## src/rtl/reg_file_32_pkg.sv

```systemverilog
// Shared constants and FSM state type for the 32-entry register file.
package reg_file_32_pkg;

  localparam int REG_COUNT = 32;
  localparam int SEL_WIDTH = 5;
  localparam logic [SEL_WIDTH-1:0] CNT_LAST = 5'd31;

  typedef enum logic {
    IDLE  = 1'b0,
    CLEAR = 1'b1
  } state_t;

endpackage

```

## src/rtl/reg_file_wr_decode.sv

```systemverilog
// Select-to-one-hot decoder; output is all zeros when en_i is low.
module reg_file_wr_decode
  import reg_file_32_pkg::*;
(
  input  logic                 en_i,
  input  logic [SEL_WIDTH-1:0] sel_i,
  output logic [REG_COUNT-1:0] onehot_o
);

  always_comb begin
    onehot_o = '0;
    if (en_i) onehot_o[sel_i] = 1'b1;
  end

endmodule

```

## src/rtl/reg_file_32.sv

```systemverilog
// 32 x DATA_WIDTH register file, R0 hardwired to zero, two combinational read
// ports and a 31-cycle sequential clear. Define REG_FILE_32_BYPASS_EN for write-to-read bypass.
module reg_file_32
  import reg_file_32_pkg::*;
#(
  parameter int DATA_WIDTH     = 32,
  parameter int CLEAR_ON_RESET = 1
) (
  input  logic                  Clock,
  input  logic                  Reset,
  input  logic                  WriteEnable,
  input  logic [SEL_WIDTH-1:0]  WriteSel,
  input  logic [DATA_WIDTH-1:0] WriteData,
  input  logic [SEL_WIDTH-1:0]  ReadSelA,
  input  logic [SEL_WIDTH-1:0]  ReadSelB,
  output logic [DATA_WIDTH-1:0] ReadDataA,
  output logic [DATA_WIDTH-1:0] ReadDataB,
  input  logic                  ClearReq,
  output logic                  Busy,
  output state_t                DbgState
);

  state_t                state_q, state_d;
  logic [SEL_WIDTH-1:0]  cnt_q, cnt_d;
  logic [DATA_WIDTH-1:0] regs_q [REG_COUNT];
  logic [DATA_WIDTH-1:0] regs_d [REG_COUNT];
  logic [REG_COUNT-1:0]  wr_onehot;
  logic [REG_COUNT-1:0]  clr_onehot;
  logic                  wr_qual;
  logic                  in_clear;

  assign in_clear = (state_q == CLEAR);
  assign Busy     = in_clear;
  assign DbgState = state_q;
  // A clear starting this cycle takes priority over a simultaneous write.
  assign wr_qual  = WriteEnable && !in_clear && !ClearReq;

  reg_file_wr_decode u_wr_dec (
    .en_i     (wr_qual),
    .sel_i    (WriteSel),
    .onehot_o (wr_onehot)
  );

  reg_file_wr_decode u_clr_dec (
    .en_i     (in_clear),
    .sel_i    (cnt_q),
    .onehot_o (clr_onehot)
  );

  always_ff @(posedge Clock or posedge Reset) begin
    if (Reset) begin
      state_q <= IDLE;
      cnt_q   <= '0;
    end else begin
      state_q <= state_d;
      cnt_q   <= cnt_d;
    end
  end

  // Counter starts at 1 since R0 needs no clearing; exit at 31 so it never wraps in CLEAR.
  always_comb begin
    state_d = state_q;
    cnt_d   = cnt_q;
    case (state_q)
      IDLE: begin
        if (ClearReq) begin
          state_d = CLEAR;
          cnt_d   = 5'd1;
        end
      end
      CLEAR: begin
        if (cnt_q == CNT_LAST) begin
          state_d = IDLE;
          cnt_d   = '0;
        end else begin
          cnt_d = cnt_q + 5'd1;
        end
      end
      default: begin
        state_d = IDLE;
        cnt_d   = '0;
      end
    endcase
  end

  always_comb begin
    for (int i = 0; i < REG_COUNT; i++) begin
      regs_d[i] = regs_q[i];
      if (clr_onehot[i] || i == 0) regs_d[i] = '0;
      else if (wr_onehot[i])       regs_d[i] = WriteData;
    end
  end

  generate
    if (CLEAR_ON_RESET != 0) begin : g_regs_rst
      always_ff @(posedge Clock or posedge Reset) begin
        if (Reset) begin
          for (int i = 0; i < REG_COUNT; i++) regs_q[i] <= '0;
        end else begin
          for (int i = 0; i < REG_COUNT; i++) regs_q[i] <= regs_d[i];
        end
      end
    end else begin : g_regs_norst
      always_ff @(posedge Clock) begin
        for (int i = 0; i < REG_COUNT; i++) regs_q[i] <= regs_d[i];
      end
    end
  endgenerate

  always_comb begin
    ReadDataA = (ReadSelA == '0) ? '0 : regs_q[ReadSelA];
    ReadDataB = (ReadSelB == '0) ? '0 : regs_q[ReadSelB];
`ifdef REG_FILE_32_BYPASS_EN
    if (wr_qual && WriteSel != '0 && ReadSelA == WriteSel) ReadDataA = WriteData;
    if (wr_qual && WriteSel != '0 && ReadSelB == WriteSel) ReadDataB = WriteData;
`endif
  end

endmodule

```

## config.mk

```make
export PLATFORM = sky130hd
export DESIGN_NAME = reg_file_32
export DESIGN_NICKNAME = d
export VERILOG_FILES = /design/src/rtl/reg_file_32_pkg.sv /design/src/rtl/reg_file_wr_decode.sv /design/src/rtl/reg_file_32.sv
export SDC_FILE = /design/constraint.sdc
export NUM_CORES = 2
export LEC_CHECK = 0
export ABC_AREA = 1
export CAP_MARGIN = 40
export CORE_MARGIN = 1
export CORE_UTILIZATION = 30
export DETAILED_ROUTE_END_ITERATION = 8
export GPL_TIMING_DRIVEN = 0
export SYNTH_ARGS = -nofsm -noshare
export SYNTH_HDL_FRONTEND = slang
export SYNTH_HIERARCHICAL = 1
export SYNTH_SLANG_ARGS = --single-unit
```

## constraint.sdc

```tcl
create_clock -name Clock -period 28.2 [get_ports Clock]
set_input_delay 2.82 -clock Clock [delete_from_list [all_inputs] [get_ports Clock]]
set_output_delay 2.82 -clock Clock [all_outputs]
set_load 0.01 [all_outputs]
```

# --- Word-level counts from Yosys, hierarchy flattened ---
# Cells that the tools add are included.
op_classes:
  n_addsub: 1
  n_mux: 82
  bitwise_logic: 3
  reduce_logical: 39
  n_lt_le_gt_ge: 6
  eq_ne: 2
ops:
  columns: ["cell", "count"]
  rows:
  - ["$mux W32", 70]
  - ["$bmux W32 S5", 2]
  - ["$reduce_bool A2 Y1", 31]
  - ["$ge A6 B6 Y1 const B", 2]
  - ["$lt A5 B6 Y1 const B", 2]
  - ["$not A5 Y6", 2]
  - ["$demux W1 S5", 2]
  - ["$ge A5 B1 Y1 const B", 2]
  - ["$logic_not A5 Y1", 2]
  - ["$mux W5", 2]
  - ["$pmux W5 S2", 1]
  - ["$add A5 B1 Y5 const B", 1]
  - ["$eq A5 B5 Y1 const B", 1]
  - ["$logic_and A1 B1 Y1", 4]
  - ["$mux W1", 4]
  - ["$logic_not A1 Y1", 2]
  - ["$ne A2 B2 Y1 const B", 1]
  - ["$pmux W1 S2", 1]
  - ["$not A1 Y1", 1]
totals:
  output_inout_bits: 66
  regBits: 998
  inputBits: 51
  word_cells: 166

# --- Depth between registers and ports, before layout ---
depth:
  word_depth: 7
  mapped_depth: 12
  depth_no_buf: 9

# --- By module ---
# Netlist, hierarchy kept.
modules_own_cells:
  columns: ["module", "seq_area_each_um2", "cells_per_inst", "n_inst", "area_per_inst_um2"]
  rows:
  - ["reg_file_32", 24974.0, 7801, 1, 55589.6]
  - ["reg_file_wr_decode", 0.0, 50, 2, 200.2]

# --- Least setup slack after synthesis ---
# OpenSTA, ideal clock, no wires.
synth_path:
  path_type: "input -> output"
  startpoint: "in ReadSelB[0]"
  endpoint: "out ReadDataB[10]"
  arrival_ns: 3.892
  required_ns: 25.380
  cell_stages: 9
  slack_ns: 21.488
  path_buffers: 3
  path_cell_list: "buf_4 > nor2_2 > buf_2 > buf_2 > a21oi_1 > nand3_1 > nand3_1 > nand3_1 > nand2_1"
synth_via:
  elab_chain_cells: 5
  word_cells_on_any_way: 6
  classes_between: "mux: 4; bitwise: 1; reduce/logical: 1"
synth_lines:
  columns: ["item", "line", "text"]
  rows:
  - ["from (decl)", "reg_file_32.sv:15", "input logic [SEL_WIDTH-1:0] ReadSelB,"]
  - ["$not A5 Y6 (not written as such)", "reg_file_32.sv:112", "ReadDataB = (ReadSelB == '0) ? '0 : regs_q[ReadSelB];"]
  - ["$bmux W32 S5", "reg_file_32.sv:112", null]
  - ["$mux W32 (not written as such) (2 in series)", "reg_file_32.sv:112", null]
  - ["$mux W32 (*)", "reg_file_32.sv:112", null]
  - ["to (decl)", "reg_file_32.sv:17", "output logic [DATA_WIDTH-1:0] ReadDataB,"]
# Mark *: on every way between the ends. The rest lies on a longest branch, timed or not. The select of a mux whose other input is x is not followed.

# --- Worst setup path in the final report ---
layout_path:
  startpoint: "in ReadSelA[3]"
  endpoint: "out ReadDataA[7]"
layout_via:
  elab_chain_cells: 5
  word_cells_on_any_way: 6
  classes_between: "mux: 4; bitwise: 1; reduce/logical: 1"
layout_lines:
  columns: ["item", "line", "text"]
  rows:
  - ["from (decl)", "reg_file_32.sv:14", "input logic [SEL_WIDTH-1:0] ReadSelA,"]
  - ["$not A5 Y6 (not written as such)", "reg_file_32.sv:111", "ReadDataA = (ReadSelA == '0) ? '0 : regs_q[ReadSelA];"]
  - ["$bmux W32 S5", "reg_file_32.sv:111", null]
  - ["$mux W32 (not written as such) (2 in series)", "reg_file_32.sv:111", null]
  - ["$mux W32 (*)", "reg_file_32.sv:111", null]
  - ["to (decl)", "reg_file_32.sv:16", "output logic [DATA_WIDTH-1:0] ReadDataA,"]
# Marks and branches as above.

==> results.cfg <==
[run_status]
status = completed

[place]
place_congestion = 1.07
place_ws_ps = 19150
portBuffers = 110
hpwl_um = 234000
dp.cells = 10600

[timing]
clock.fmax_mhz = 109
finalHoldViolCount = 0
max_slew_margin_pct = 27.8
worstMarginPinSlew_ps = 1080
rsz0062_at_grt = false
finClkSkew_ps = 41.9
min_period_ps = 9200
tns_ps = 0
fin_crit_sh_pct = 32.6
slew_viol_final = 0
finalSetupViolCount = 0
finalWorstSetupSlack_ps = 19000

[critical_path]
cpMostUsedCell = nand2_1
endpoint_kind = primary output
ff2ff_path_depth = 9
crit_required_ps = 25380
slowest_delay_ps = 700
cp_slowest_cell = clkbuf_1
r2r-start = Busy
path_class = in -> out
crit_chain = clkdlybuf4s50_1 -> clkbuf_1 -> buf_8 -> clkbuf_1 -> nand3_1 -> nand2_1 -> nand2_1 -> nand2_1 -> clkdlybuf4s50_1
reg2reg_to = regs_q[612]
r2r_setup_slack_ps = 24510
cp-start-kind = input pin
crit_fanout = 10
crit_arrival_ps = 6380
crit_path_start = ReadSelA[3]
critPathCapture = ReadDataA[7]

[power_and_ir_drop]
pwr_density_cell_mw_per_mm2 = 74.0
p_sw_share_pct = 36.3
pwr-share-seq_pct = 38.3
combPwrFrac_pct = 27.4
leakage_nw = 30.3
p_int_w = 0.00311
ir_drop_uv = 58.8
p_switching_w = 0.00177
clockPowerShare_pct = 34.3

[logic_synthesis]
ys_warn_count = 6
syn_nets = 7952
avgSynthCellArea_um2 = 7.09
syn_inst = 7899
synthesis.area_mm2 = 0.0560

[min_path]
hold_path_class = reg -> reg

[final_layout]
layout.cells.most_common = nand2_1
nets = 8293
drive_above_1_share_pct = 6.42
fin_cells = 10800
area_growth_pct = 17.9
final_cell_mix = nand2_1 (2089), nand3_1 (1494), inv_1 (1074)

[job]
maxCapViolCount = 0

[drt]
finalWirelength_um = 308000
avgViaCountPerCell = 5.75
dr.pass1.iters = 7
drtAntennaViolNets = 0
drc = 0
drt-wirelength-per-cell_um = 28.5
vias = 62300
drt_first_iter_violations = 10500

[floorplan]
dieArea_mm2 = 0.188
std_cell_rows = 158
die_y_um = 434
io_pins = 117
start_util_pct = 30.2
die_w_um = 434
core-area_mm2 = 0.185

[global_routing]
grt_antenna_before_repair = 7
grt_overflow = 0
track_usage_pct = 32.0
grt_pass1_vias = 58300
grt_max_degree = 39
grt_pass1_wl_um = 432000

[clock_network]
cts_buffers = 121
cts_setup_buffers = 0
clock-sinks = 998
htree_levels = 3
clockBufferDepth = 3
path_clk_slew_ps = 60
insertion_delay_ps = 790
cts.repair.resized = 0
cts_tree = built
cts_hold_buffers = 0
clockRootBuffer = clkbuf_16
-- state kept, by name, indices dropped and copies added, names as in the netlist --
| signal | cells |
|---|---|
| Busy | 1 |
| cnt_q | 5 |
| regs_q | 992 |
-- worst max-delay path, delay by kind of cell --
kind	cells	cell delay (ps)
and+or+nand+nor	4	740
buffers and inverters	5	2790
-- worst min path at each step --
stage	from	to	slack, ps	depth (start not counted)
floorplan	regs_q[127]	regs_q[127]	500	2
detailed placement	regs_q[607]	regs_q[607]	520	2
global placement	regs_q[335]	regs_q[335]	510	2
finish	regs_q[205]	regs_q[205]	540	2
CTS	regs_q[383]	regs_q[383]	540	2
global route	regs_q[918]	regs_q[918]	550	2
-- final cells by class --
class / count / area, µm²
Clock buffer: 178 / 3570
Antenna cell: 5 / 12.5
Tap cell: 2480 / 3100
Timing Repair Buffer: 218 / 2750
Sequential cell: 998 / 25000
Multi-Input combinational cell: 5098 / 23900
Clock inverter: 48 / 572
Inverter: 1080 / 4060
Buffer: 723 / 3020
Fill cell: 19900 / 119000
-- power groups by stage --
stage | registers (W) | logic [W] | clock network (W)
5_1_grt | 0.00190 | 0.00144 | 0.00173
4_1_cts | 0.00186 | 0.00129 | 0.00167
2_1_floorplan | 0.00186 | 0.000821 | 0
3_5_place_dp | 0.00189 | 0.00129 | 0
3_3_place_gp | 0.00190 | 0.00125 | 0
6_report | 0.00187 | 0.00134 | 0.00167
-- stage by stage --
step	utilization (%)	total power [W]	instance area, µm²	hold WS (ps)
floorplan	-	0.00268	56000	501
detailed placement	33.3	0.00317	61800	523
finish	35.6	0.00488	66000	537
CTS	35.6	0.00483	66000	538
global placement	32.5	0.00314	60200	514
global route	35.6	0.00507	66000	552
-- per-layer routing --
layer / global-route usage, % / vias up / part of all wire (%)
met3: 7.35 / 955 / 12
met5: 0 / - / 0.016
met1: 42.9 / 30100 / 40
met2: 44.9 / 4609 / 41
met4: 22.7 / 6 / 8.3
li1: - / 26600 / -
(Power assumes the default switching activity.)
